File: config.mk
export PLATFORM = sky130hd
export DESIGN_NAME = sync_pulse_gen_flat
export DESIGN_NICKNAME = d
export VERILOG_FILES = /design/src/rtl/sync_pulse_gen_if.sv /design/src/rtl/sync_pulse_gen.sv /design/src/flat_wrapper.sv
export SDC_FILE = /design/constraint.sdc
export NUM_CORES = 1
export LEC_CHECK = 0
export BUFFER_PORTS_ARGS = -buffer_cell sky130_fd_sc_hd__buf_2
export CAP_MARGIN = 10
export CORE_MARGIN = 1
export CORE_UTILIZATION = 40
export CTS_CLUSTER_SIZE = 20
export DETAILED_ROUTE_END_ITERATION = 12
export GPL_TIMING_DRIVEN = 0
export PLACE_DENSITY = 0.72
export REMOVE_ABC_BUFFERS = 1
export SLEW_MARGIN = 40
export SYNTH_ARGS = -nofsm -noshare
export SYNTH_HDL_FRONTEND = slang
export SYNTH_SLANG_ARGS = --single-unit
File: constraint.sdc
create_clock -name clka -period 2.1 [get_ports clka]
set_input_delay 0.42 -clock clka [delete_from_list [all_inputs] [get_ports clka]]
set_output_delay 0.42 -clock clka [all_outputs]
set_load 0.02 [all_outputs]
File: src/rtl/sync_pulse_gen_if.sv
// Control/status bundle between a pulse-generator client and sync_pulse_gen.
// Latency: none (wires only).
// Backpressure: none; rejected triggers are reported on trig_drop.
interface sync_pulse_gen_if #(
    parameter int PERIOD_W = 8,
    parameter int CNT_W    = 8
);
    logic                start;
    logic                stop;
    logic                manual_trig;
    logic [PERIOD_W-1:0] period;
    logic [CNT_W-1:0]    burst_len;
    logic                sync;
    logic                busy;
    logic                done;
    logic                trig_drop;
    logic [CNT_W-1:0]    pulse_cnt;

    // Client side: issues requests, observes pulses and status.
    modport master (
        output start, stop, manual_trig, period, burst_len,
        input  sync, busy, done, trig_drop, pulse_cnt
    );

    // Generator side.
    modport slave (
        input  start, stop, manual_trig, period, burst_len,
        output sync, busy, done, trig_drop, pulse_cnt
    );
endinterface

File: src/rtl/sync_pulse_gen.sv
// Periodic / one-shot single-cycle sync pulse generator with a minimum pulse spacing.
// Latency: accepted start or manual_trig produces sync one clka cycle later; all outputs registered.
// Backpressure: none; a start inside the gap window is held pending, a blocked manual_trig raises trig_drop.
module sync_pulse_gen #(
    parameter int PERIOD_W = 8,
    parameter int CNT_W    = 8,
    parameter int MIN_GAP  = 6
) (
    input  logic            clka,
    input  logic            rst_n,
    sync_pulse_gen_if.slave bus
);

    localparam int                  GAP_W   = $clog2(MIN_GAP + 1);
    localparam logic [GAP_W-1:0]    GAP_MAX = GAP_W'(MIN_GAP);
    localparam logic [PERIOD_W-1:0] MIN_PER = PERIOD_W'(MIN_GAP);

    typedef enum logic {IDLE, RUN} state_t;

    state_t              r_state, w_state_nxt;
    logic [GAP_W-1:0]    r_gap,    w_gap_nxt;
    logic [PERIOD_W-1:0] r_down,   w_down_nxt;
    logic [PERIOD_W-1:0] r_period, w_period_nxt;
    logic [CNT_W-1:0]    r_burst,  w_burst_nxt;
    logic                r_pend,   w_pend_nxt;
    logic                r_sync,   w_sync_nxt;
    logic                r_busy,   w_busy_nxt;
    logic                r_done,   w_done_nxt;
    logic                r_drop,   w_drop_nxt;
    logic [CNT_W-1:0]    r_cnt,    w_cnt_nxt;

    logic [GAP_W-1:0]    w_gap_inc;
    logic                w_gap_ok;
    logic [PERIOD_W-1:0] w_in_eff;
    logic [PERIOD_W-1:0] w_per_sel;
    logic [CNT_W-1:0]    w_bl_sel;
    logic [CNT_W-1:0]    w_cnt_inc;

    // A pulse decided now lands next cycle, so judge the gap it would see then.
    assign w_gap_inc = (r_gap == GAP_MAX) ? GAP_MAX : r_gap + GAP_W'(1);
    assign w_gap_ok  = (w_gap_inc == GAP_MAX);
    assign w_in_eff  = (bus.period < MIN_PER) ? MIN_PER : bus.period;
    // A fresh start uses the live inputs; a pending start uses what was latched.
    assign w_per_sel = bus.start ? w_in_eff : r_period;
    assign w_bl_sel  = bus.start ? bus.burst_len : r_burst;
    assign w_cnt_inc = r_cnt + CNT_W'(1);

    // Next-state and registered-output decisions for IDLE/RUN.
    always_comb begin
        w_state_nxt  = r_state;
        w_down_nxt   = r_down;
        w_period_nxt = r_period;
        w_burst_nxt  = r_burst;
        w_pend_nxt   = r_pend;
        w_sync_nxt   = 1'b0;
        w_done_nxt   = 1'b0;
        w_drop_nxt   = 1'b0;
        w_cnt_nxt    = r_cnt;
        case (r_state)
            IDLE: begin
                if (bus.stop) begin
                    w_pend_nxt = 1'b0;
                end else if (bus.start || r_pend) begin
                    if (bus.start) begin
                        w_period_nxt = w_in_eff;
                        w_burst_nxt  = bus.burst_len;
                    end
                    if (w_gap_ok) begin
                        w_state_nxt = RUN;
                        w_pend_nxt  = 1'b0;
                        w_sync_nxt  = 1'b1;
                        w_cnt_nxt   = CNT_W'(1);
                        w_down_nxt  = w_per_sel - PERIOD_W'(1);
                        w_done_nxt  = (w_bl_sel == CNT_W'(1));
                    end else begin
                        w_pend_nxt = 1'b1;
                    end
                end
                // A start (live or pending) outranks a manual trigger.
                if (bus.manual_trig) begin
                    if (bus.start || r_pend || !w_gap_ok) begin
                        w_drop_nxt = 1'b1;
                    end else begin
                        w_sync_nxt = 1'b1;
                    end
                end
            end
            RUN: begin
                w_drop_nxt = bus.manual_trig;
                if (r_done || bus.stop) begin
                    // Leave after the final pulse cycle, or abort (stop beats a due pulse).
                    w_state_nxt = IDLE;
                end else if (r_down == '0) begin
                    w_sync_nxt = 1'b1;
                    w_down_nxt = r_period - PERIOD_W'(1);
                    w_cnt_nxt  = w_cnt_inc;
                    w_done_nxt = (r_burst != '0) && (w_cnt_inc == r_burst);
                end else begin
                    w_down_nxt = r_down - PERIOD_W'(1);
                end
            end
            default: w_state_nxt = IDLE;
        endcase
        w_busy_nxt = (w_state_nxt == RUN);
        w_gap_nxt  = w_sync_nxt ? '0 : w_gap_inc;
    end

    // State, counters and registered outputs.
    always_ff @(posedge clka or negedge rst_n) begin
        if (!rst_n) begin
            r_state  <= IDLE;
            r_gap    <= GAP_MAX;
            r_down   <= '0;
            r_period <= '0;
            r_burst  <= '0;
            r_pend   <= 1'b0;
            r_sync   <= 1'b0;
            r_busy   <= 1'b0;
            r_done   <= 1'b0;
            r_drop   <= 1'b0;
            r_cnt    <= '0;
        end else begin
            r_state  <= w_state_nxt;
            r_gap    <= w_gap_nxt;
            r_down   <= w_down_nxt;
            r_period <= w_period_nxt;
            r_burst  <= w_burst_nxt;
            r_pend   <= w_pend_nxt;
            r_sync   <= w_sync_nxt;
            r_busy   <= w_busy_nxt;
            r_done   <= w_done_nxt;
            r_drop   <= w_drop_nxt;
            r_cnt    <= w_cnt_nxt;
        end
    end

    assign bus.sync      = r_sync;
    assign bus.busy      = r_busy;
    assign bus.done      = r_done;
    assign bus.trig_drop = r_drop;
    assign bus.pulse_cnt = r_cnt;

endmodule

File: src/flat_wrapper.sv
// flat-port wrapper written by rule: the top's interface ports become plain ports
module sync_pulse_gen_flat 
#(
    parameter int PERIOD_W = 8,
    parameter int CNT_W    = 8,
    parameter int MIN_GAP  = 6
)
  (clka, rst_n, bus_start, bus_stop, bus_manual_trig, bus_period, bus_burst_len, bus_sync, bus_busy, bus_done, bus_trig_drop, bus_pulse_cnt);
  sync_pulse_gen_if #(.PERIOD_W(PERIOD_W), .CNT_W(CNT_W)) bus_i ();
  input  logic clka;
  input  logic rst_n;
  input wire logic [$bits(bus_i.start)-1:0] bus_start;
  input wire logic [$bits(bus_i.stop)-1:0] bus_stop;
  input wire logic [$bits(bus_i.manual_trig)-1:0] bus_manual_trig;
  input wire logic [$bits(bus_i.period)-1:0] bus_period;
  input wire logic [$bits(bus_i.burst_len)-1:0] bus_burst_len;
  output wire logic [$bits(bus_i.sync)-1:0] bus_sync;
  output wire logic [$bits(bus_i.busy)-1:0] bus_busy;
  output wire logic [$bits(bus_i.done)-1:0] bus_done;
  output wire logic [$bits(bus_i.trig_drop)-1:0] bus_trig_drop;
  output wire logic [$bits(bus_i.pulse_cnt)-1:0] bus_pulse_cnt;
  assign bus_i.start = bus_start;
  assign bus_i.stop = bus_stop;
  assign bus_i.manual_trig = bus_manual_trig;
  assign bus_i.period = bus_period;
  assign bus_i.burst_len = bus_burst_len;
  assign bus_sync = bus_i.sync;
  assign bus_busy = bus_i.busy;
  assign bus_done = bus_i.done;
  assign bus_trig_drop = bus_i.trig_drop;
  assign bus_pulse_cnt = bus_i.pulse_cnt;
  sync_pulse_gen #(.PERIOD_W(PERIOD_W), .CNT_W(CNT_W), .MIN_GAP(MIN_GAP)) u_core (.clka(clka), .rst_n(rst_n), .bus(bus_i));
endmodule
==> results of run 1 <==
-- layout make-up --
cell class	instances	area, µm²	area share, %
multi-input cells	197	1480	48.6
flip-flops and latches	40	1010	33.1
repair buffers	55	335	11.0
well taps	72	90.1	2.95
clock buffers	6	72.6	2.38
clock inverters	2	35.0	1.15
inverters	7	26.3	0.861
-- synth_stat cells, drive strengths merged (2+ instances only) --
master / number
a21oi: 13
a311oi: 2
a31o: 4
a31oi: 5
and2: 3
and3: 4
and4: 3
buf: 7
clkbuf: 2
dfrtp: 38
dfstp: 2
ha: 4
inv: 7
mux2: 13
mux2i: 7
nand2: 21
nand2b: 4
nand3: 5
nand3b: 2
nand4: 2
nor2: 26
nor2b: 2
nor3: 13
nor3b: 4
nor4: 4
o21ai: 18
o31ai: 2
or4: 3
or4b: 2
xnor2: 11
xor2: 3
-- registers in the layout (all words and copies together) (netlist names) --
register,cells
u_core.bus.done,1
u_core.r_pend,1
u_core.r_gap,3
u_core.r_period,8
u_core.bus.sync,1
u_core.r_burst,8
u_core.bus.pulse_cnt,8
u_core.r_down,8
u_core.bus.trig_drop,1
u_core.r_state,1
-- worst min-delay path by stage --
stage / from / endpoint / slack (ns) / cells past startpoint
CTS: rst_n / u_core.r_period[2] / 0.12 / 1
finish: rst_n / u_core.r_period[5] / 0.1 / 1
detailed placement: rst_n / u_core.r_period[5] / 0.43 / 1
global route: rst_n / u_core.r_period[0] / 0.14 / 1
floorplan: rst_n / u_core.bus.done / 0.12 / 0
global placement: u_core.r_pend / u_core.r_pend / 0.49 / 2
-- power groups by stage --
| stage | clock, W | combinational (W) | sequential [W] |
|---|---|---|---|
| 3_3_place_gp | 0 | 0.00132 | 0.00142 |
| 2_1_floorplan | 0 | 0.00106 | 0.00137 |
| 4_1_cts | 0.000630 | 0.00149 | 0.00142 |
| 5_1_grt | 0.000668 | 0.00221 | 0.00146 |
| 6_report | 0.000622 | 0.00203 | 0.00141 |
| 3_5_place_dp | 0 | 0.00137 | 0.00143 |
-- stage by stage --
| step | TNS (ns) | utilization (%) | cells |
|---|---|---|---|
| after floorplan | -1.24 | - | 244 |
| after global placement | -9.74 | 45.9 | 348 |
| after detailed placement | -5.07 | 46.0 | 348 |
| after CTS | -0.0162 | 49.2 | 360 |
| after global routing | -0.252 | 53.8 | 379 |
| final | 0 | 53.8 | 379 |
-- cells by family after synthesis --
| group | after synthesis | synth area share, % |
|---|---|---|
| multiplexers | 20 | 8.97 |
| XOR/XNOR | 14 | 5.08 |
| AND/OR/NAND/NOR | 104 | 24.3 |
| flip-flops | 40 | 41.6 |
| buffers and inverters | 16 | 3.37 |
| AO/OA/AOI/OAI | 55 | 14.6 |
| adder cells (fa/ha/maj) | 4 | 2.07 |
-- worst register-to-register path, stage by stage, from the launching register on --
cell and delay (ns):
dfrtp_2 0.45, nor4_4 0.38, a311o_2 0.22, o31a_1 0.20, inv_1 0.12, ha_4 0.19
nor3b_4 0.15, xnor2_1 0.17, a21oi_1 0.09
-- layer usage --
metal | track usage (%) | routed length, µm | vias up
li1 | - | - | 1035
met1 | 26.3 | 2710 | 1077
met2 | 28.7 | 2820 | 67
met3 | 2.74 | 331 | 10
met4 | 7.45 | 102 | 0
met5 | 0 | 0 | -
-- repair_timing --
action,in CTS,in global routing
hold buffers,0,0
gates cloned,0,0
resized for setup,11,24
setup endpoints to repair,31,14
pin swaps,3,14
setup buffers,4,19
endpoints found under the hold margin,0,0
==> metrics.cfg, run 1 <==
[global_route]
track_usage_pct = 18.7
grt_overflow = 0
antenna_found_initial = 0
grt_pass1_wl_mm = 9.20
first_global_vias = 1926
grt_max_degree = 41

[placement]
place.gp.congestion = 0.844
dp_slack_ns = -0.435
place_hpwl_mm = 3.78
post_dp_cell_area_um2 = 2610
io_buffers = 32

[setup_path]
path_cells = nor4_4, a311o_2, o31a_1, inv_1, ha_4, nor3b_4, xnor2_1, a21oi_1
r2r-end = u_core.r_down[4]
critPathSlowestCell = dfrtp_2
r2r_slack_ns = 0.02
crit_path_start = u_core.r_down[6]
end_kind = register
worstSetupPathType = register to register
cp.arrival_ns = 2.25
crit_fanout = 4
required_ns = 2.27
worst-path-stages = 8
rr_startpoint = u_core.r_down[6]
start_kind = register
crit_path_end = u_core.r_down[4]
ff2ff_path_depth = 8
crit_family = simple AND/OR/NAND/NOR gates
critical_path_buf_inv_count = 1
max_stage_delay_ns = 0.45

[power_and_ir_drop]
swShare_pct = 39.9
powerDensity_nw_per_um2 = 1330
seq_power_share_pct = 34.7
power.static_leakage_nw = 1.32
clkPwrFrac_pct = 15.3
switching_power_w = 0.00162
p_total_w = 0.00407
intPower_w = 0.00245
ir_drop_uv = 542
p_comb_share_pct = 50.0

[cells_and_area]
fin_area_um2 = 3050
drive_above_1_share_pct = 36.2
mostFrequentLayoutCells = dfrtp_1 (34), buf_2 (31), nor2_1 (24), buf_4 (24), nand2_1 (20)
area_delta_synth_final_pct = 26.6
fillCellCount = 504
diodes = 0
nets = 331
final_common_cell = dfrtp_1

[floorplan]
initial_utilization_pct = 42.5
die_y_um = 79.7
core_area_um2 = 5680
rows = 27
die-area_um2 = 6350
ios = 33
fp.dieW_um = 79.7

[sta]
worst_pin_slew_ns = 0.516
fin_worst_skew_ns = 0.00772
period_share_pct = 98.9
clock.fmax_ghz = 0.482
setup_violations = 0
rsz0062_at_grt = true
slew_headroom_pct = 65.6
fin_ws_ns = 0.0236
finalHoldViolCount = 0
fin_crit_ns = 2.08
slew_viol_final = 0
hold_slack_ns = 0.0988

[yosys]
synth_largest_area_cell = dfrtp_1
synth_top_cells_by_area = dfrtp_1 (39%), mux2_2 (6.1%), nor2_1 (4.0%)
synthCells = 253
synth_top_flop_cell = dfrtp_1
yosysSeqAreaShare_pct = 41.6
netlist_area_um2 = 2410
ys_seq_elements = 40
ys.warnings.count = 0
synth_top_cell_area_share_pct = 39.4
synthArstFlopShare_pct = 100
synth_edf_count = 0
synth.avg_cell_area_um2 = 9.53
synth_cell_types = 56

[clock_tree]
cts-root-buf = clkbuf_8
cts_sinks = 40
clk_pin_slew_worst_paths_ns = 0.07
tritoncts = done
clock_path_buffers = 2
cts_buffers = 5
htreeDepth = 2
clock_latency_ns = 0.29

[routing]
postRouteAntennaNets = 0
drc = 0
viasPerCell = 5.78
vias = 2189
drtPass1Iterations = 4
wl_mm = 5.96
routedWlPerCell_um = 15.7
drt_first_iter_violations = 161

[run_status]
status = finished, final reports clean

[job]
max-cap-violations = 0

[worst_hold_path]
hp-class = input port to async pin

No activity file was read; power rests on OpenSTA's default activity.
==> inputs of run 2 (changes only) <==
--- a/config.mk
+++ b/config.mk
@@ -12,7 +12,7 @@
 export CTS_CLUSTER_SIZE = 20
 export DETAILED_ROUTE_END_ITERATION = 12
 export GPL_TIMING_DRIVEN = 0
-export PLACE_DENSITY = 0.72
+export PLACE_DENSITY = 0.66
 export REMOVE_ABC_BUFFERS = 1
 export SLEW_MARGIN = 40
 export SYNTH_ARGS = -nofsm -noshare
==> constraint.sdc (replaced) <==
create_clock -name clka -period 2.1 [get_ports clka]
set_input_delay 0.42 -clock clka [delete_from_list [all_inputs] [get_ports clka]]
set_output_delay 0.42 -clock clka [all_outputs]
set_load 0.01 [all_outputs]
==> run 2 against run 1 <==
Clock power rose by 3.4%. Via count is 1.2% lower. Total power is 3.2% lower. Critical path depth up 1. First-iteration DRC count down 23%. Utilization decreased by 0.55 points. Sequential power barely moved. Cell area fell by 1.0%. Register-to-register slack is essentially flat. Combinational power down 6%. Critical path type unchanged. Critical endpoint unchanged. Highest routed layer unchanged.
==> metrics.cfg, run 2 (synthesis gave the netlist of run 1 again) <==
[setup_path]
crit_fanout = 6
worst-path-stages = 9
end_kind = register
critical_path_buf_inv_count = 2
max_stage_delay_ns = 0.49
cp.arrival_ns = 2.27
critPathSlowestCell = dfrtp_4
start_kind = register
worstSetupPathType = register to register
crit_family = simple AND/OR/NAND/NOR gates
ff2ff_path_depth = 9
required_ns = 2.28
path_cells = buf_12, or3b_1, a21oi_2, nor3_2, inv_1, ha_2, nor3b_2, xnor2_1, a21oi_1

[floorplan]
core_area_um2 = 5680
rows = 27
die_y_um = 79.7
initial_utilization_pct = 42.5
fp.dieW_um = 79.7
ios = 33
die-area_um2 = 6350

[power_and_ir_drop]
clkPwrFrac_pct = 16.3
switching_power_w = 0.00157
swShare_pct = 39.7
intPower_w = 0.00237
ir_drop_uv = 645
powerDensity_nw_per_um2 = 1300
power.static_leakage_nw = 1.30
p_comb_share_pct = 48.2
seq_power_share_pct = 35.5

[routing]
drt_first_iter_violations = 124
postRouteAntennaNets = 0
drtPass1Iterations = 4
wl_mm = 6.04
viasPerCell = 5.74
drc = 0
routedWlPerCell_um = 16.0
vias = 2163

[global_route]
grt_overflow = 0
grt_max_degree = 41
track_usage_pct = 19.1
grt_pass1_wl_mm = 9.21
first_global_vias = 1860
antenna_found_initial = 0

[cells_and_area]
layout.cells.non_filler = 377
nets = 329
diodes = 0
drive_above_1_share_pct = 36.1
area_delta_synth_final_pct = 25.3
mostFrequentLayoutCells = dfrtp_1 (35), buf_2 (31), nor2_1 (23), buf_4 (21), nand2_1 (20)
fin_area_um2 = 3020
final_common_cell = dfrtp_1

[sta]
slew_viol_final = 0
setup_tns_ns = 0
fin_ws_ns = 0.0106
fin_worst_skew_ns = 0.00387
period_share_pct = 99.5
finalHoldViolCount = 0
worst_pin_slew_ns = 0.515
clock.fmax_ghz = 0.479
fin_crit_ns = 2.09
slew_headroom_pct = 65.7
rsz0062_at_grt = true
setup_violations = 0

[placement]
io_buffers = 32
post_dp_cell_area_um2 = 2610
place_hpwl_mm = 3.77
place.gp.congestion = 0.872
dp_cells = 348
dp_slack_ns = -0.383

[clock_tree]
clock_latency_ns = 0.30
clk_pin_slew_worst_paths_ns = 0.08
htreeDepth = 2
cts_buffers = 5
hold_buffers = 0
cts_sinks = 40
cts-root-buf = clkbuf_8
clock_path_buffers = 2
tritoncts = done

[run_status]
status = finished, final reports clean

[worst_hold_path]
hp-class = input port to async pin

[job]
max-cap-violations = 0

[run 2: metal layers]
metal	global-route usage [%]	part of all wire [%]
met4	6.00	1.3
met5	0	0
met1	27.1	46
met2	28.7	48
met3	4.34	4.5
[run 2: timing repair]
action | in CTS | in global routing
setup endpoints to repair | 32 | 11
pin swaps | 4 | 8
buffers inserted | 6 | 15
resized for setup | 10 | 26
[run 2: area by class of cell]
| class | instances | area, µm² |
|---|---|---|
| flip-flops and latches | 40 | 1010 |
| well taps | 72 | 90.1 |
| clock inverters | 3 | 42.5 |
| repair buffers | 53 | 333 |
| clock buffers | 5 | 68.8 |
| inverters | 7 | 26.3 |
| multi-input cells | 197 | 1450 |
| fillers | 509 | 2650 |
[run 2: power by group through the flow]
stage	combinational, W	sequential [W]	clock [W]
floorplan	0.00106	0.00135	0
global placement	0.00130	0.00143	0
detailed placement	0.00134	0.00144	0
CTS	0.00148	0.00142	0.000655
global route	0.00206	0.00143	0.000694
finish	0.00190	0.00140	0.000643
[run 2: worst register-to-register path, stage by stage (launching register included)]
cell and delay (ns):
dfrtp_4 0.49, buf_12 0.14, or3b_1 0.38, a21oi_2 0.16, nor3_2 0.08, inv_1 0.09
ha_2 0.22, nor3b_2 0.19, xnor2_1 0.13, a21oi_1 0.08
[run 2: final timing paths]
| kind | startpoint | to | slack [ns] |
|---|---|---|---|
| worst max-delay path | u_core.r_state | u_core.r_down[4] | 0.01 |
| worst min-delay path | rst_n | u_core.r_period[6] | 0.08 |
| worst max register to register | u_core.r_state | u_core.r_down[4] | 0.01 |
| worst min register to register | u_core.bus.pulse_cnt[7] | u_core.bus.pulse_cnt[7] | 0.53 |
| max in group asynchronous | rst_n | u_core.r_down[2] | 1.63 |
| min in group clka | bus_manual_trig | u_core.bus.trig_drop | 0.34 |
[run 2: metrics by stage]
step	hold slack [ns]	util [%]	power, W
after floorplan	0.124	-	0.00241
after global placement	0.497	45.9	0.00273
after detailed placement	0.432	46.0	0.00278
after CTS	0.108	49.5	0.00355
after global routing	0.123	53.2	0.00419
final	0.0850	53.2	0.00394
==> inputs of run 3 (changes only) <==
--- a/config.mk
+++ b/config.mk
@@ -5,6 +5,7 @@
 export SDC_FILE = /design/constraint.sdc
 export NUM_CORES = 1
 export LEC_CHECK = 0
+export ABC_AREA = 0
 export BUFFER_PORTS_ARGS = -buffer_cell sky130_fd_sc_hd__buf_2
 export CAP_MARGIN = 10
 export CORE_MARGIN = 1
@@ -13,7 +14,6 @@
 export DETAILED_ROUTE_END_ITERATION = 12
 export GPL_TIMING_DRIVEN = 0
 export PLACE_DENSITY = 0.66
-export REMOVE_ABC_BUFFERS = 1
 export SLEW_MARGIN = 40
 export SYNTH_ARGS = -nofsm -noshare
 export SYNTH_HDL_FRONTEND = slang
==> run 3 against run 2 <==
The run now ends with setup timing left. Cell area is 2.7% lower. Setup slack got worse by 0.061 ns. Count of clock-buffer cells in the layout unchanged. Cell count is 1.6% lower. Total power is 3.9% lower. Register-to-register slack worse by 0.06 ns. Clock skew up 0.0028 ns. Critical endpoint is now u_core.r_down[7]. Largest cell class unchanged. Highest routed layer unchanged.
==> metrics.cfg, run 3 (synthesis gave the netlist of run 1 again) <==
[sta]
rsz0062_at_grt = true
slew_headroom_pct = 64.7
finalHoldViolCount = 0
period_share_pct = 102
fin_ws_ns = -0.0506
setup_violations = 3
fin_worst_skew_ns = 0.00666
clock.fmax_ghz = 0.465
fin_crit_ns = 2.15
slew_viol_final = 0
setup_tns_ns = -0.0695
worst_pin_slew_ns = 0.530

[setup_path]
critical_path_buf_inv_count = 3
end_kind = register
worstSetupPathType = register to register
crit_family = simple AND/OR/NAND/NOR gates
rr_startpoint = u_core.r_state
ff2ff_path_depth = 8
start_kind = register
r2r_slack_ns = -0.05
crit_fanout = 9
cp.arrival_ns = 2.37
path_cells = buf_4, inv_1, a311oi_1, a211oi_2, buf_4, or4_4, mux2i_1, nor3_1
r2r-end = u_core.r_down[7]
max_stage_delay_ns = 0.57
critPathSlowestCell = or4_4
required_ns = 2.32
cpMostUsedCell = buf_4

[yosys]
syn_nets = 278

[clock_tree]
htreeDepth = 2
tritoncts = done
hold_buffers = 0
clk_pin_slew_worst_paths_ns = 0.09
cts_buffers = 5
clock_latency_ns = 0.30
clock_path_buffers = 2
cts_sinks = 40
cts-root-buf = clkbuf_8

[global_route]
grt_pass1_wl_mm = 9.54
first_global_vias = 1995
grt_max_degree = 41
track_usage_pct = 20.0
antenna_found_initial = 0
grt_overflow = 0

[power_and_ir_drop]
ir_drop_uv = 772
power.static_leakage_nw = 1.27
powerDensity_nw_per_um2 = 1290
p_total_w = 0.00379

[floorplan]
core_area_um2 = 5680
ios = 33
die_y_um = 79.7
initial_utilization_pct = 42.5
fp.dieW_um = 79.7
die-area_um2 = 6350
rows = 27

[run_status]
status = finished with violations
violations = setup timing

[routing]
wl_met2_mm = 2.69
drt_first_iter_violations = 81
viasPerCell = 5.68
vias = 2107
postRouteAntennaNets = 0
routedWlPerCell_um = 15.8
met1_length_mm = 2.80
maxUsedRoutingLayer = met4
drtPass1Iterations = 4
wl_met3_um = 282
drc = 0
wl_mm = 5.86

[cells_and_area]
final_util_pct = 51.8
drive_above_1_share_pct = 33.1
nets = 323
diodes = 0
mostFrequentLayoutCells = dfrtp_1 (37), buf_2 (33), nor2_1 (24), nand2_1 (20), o21ai_0 (15)
final_common_cell = dfrtp_1
area_delta_synth_final_pct = 21.9
layout.cells.non_filler = 371

[worst_hold_path]
hp-class = input port to async pin

[placement]
place.gp.congestion = 0.825
dp_slack_ns = -0.263
io_buffers = 31
dp_cells = 356
place_hpwl_mm = 4.10

[job]
max-cap-violations = 0

[run 3: worst register-to-register path, stage by stage, from the launching register on]
cell      delay [ns]
dfrtp_1         0.35
buf_4           0.17
inv_1           0.09
a311oi_1        0.35
a211oi_2        0.08
buf_4           0.17
or4_4           0.57
mux2i_1         0.14
nor3_1          0.17
[run 3: worst max-delay path by stage]
| stage | start | end | slack [ns] | depth (start not counted) |
|---|---|---|---|---|
| after global routing | u_core.r_down[0] | u_core.r_down[4] | -0.12 | 8 |
| after floorplan | u_core.r_gap[1] | u_core.bus.pulse_cnt[6] | 0.02 | 6 |
| after detailed placement | u_core.r_gap[0] | u_core.bus.pulse_cnt[6] | -0.26 | 7 |
| after CTS | u_core.r_down[1] | u_core.r_down[4] | 0.006 | 8 |
| final | u_core.r_state | u_core.r_down[7] | -0.05 | 8 |
| after global placement | u_core.r_gap[0] | u_core.bus.pulse_cnt[2] | -0.24 | 7 |
[run 3: layout make-up]
type / count / area, µm²
Inverter: 7 / 26.3
Buffer: 8 / 61.3
Clock inverter: 3 / 46.3
Tap cell: 72 / 90.1
Multi-Input combinational cell: 197 / 1420
Timing Repair Buffer: 39 / 221
Fill cell: 539 / 2730
Clock buffer: 5 / 68.8
Sequential cell: 40 / 1000
[run 3: metal layers]
layer,up-vias,track usage [%]
met3,7,3.43
met2,48,30.9
met5,-,0
li1,1016,-
met1,1036,27.0
met4,0,9.27
[run 3: through the flow]
step,area (µm²),hold WS (ns)
finish,2940,0.0898
global route,2940,0.131
CTS,2870,0.106
detailed placement,2660,0.438
global placement,2660,0.496
floorplan,2410,0.124
[run 3: report_power, final]
part	switching (W)	leakage, nW	internal, W
Sequential	0.000318	0.481	0.00107
Clock	0.000295	0.0548	0.000358
Combinational	0.000900	0.739	0.000845
Total	0.00151	1.27	0.00227
[run 3: repair_timing]
item | in CTS | in global routing
gates resized for setup | 15 | 14
setup buffers | 5 | 3
pin swaps | 4 | 9
gates cloned | 0 | 0
endpoints found under the setup margin | 20 | 19
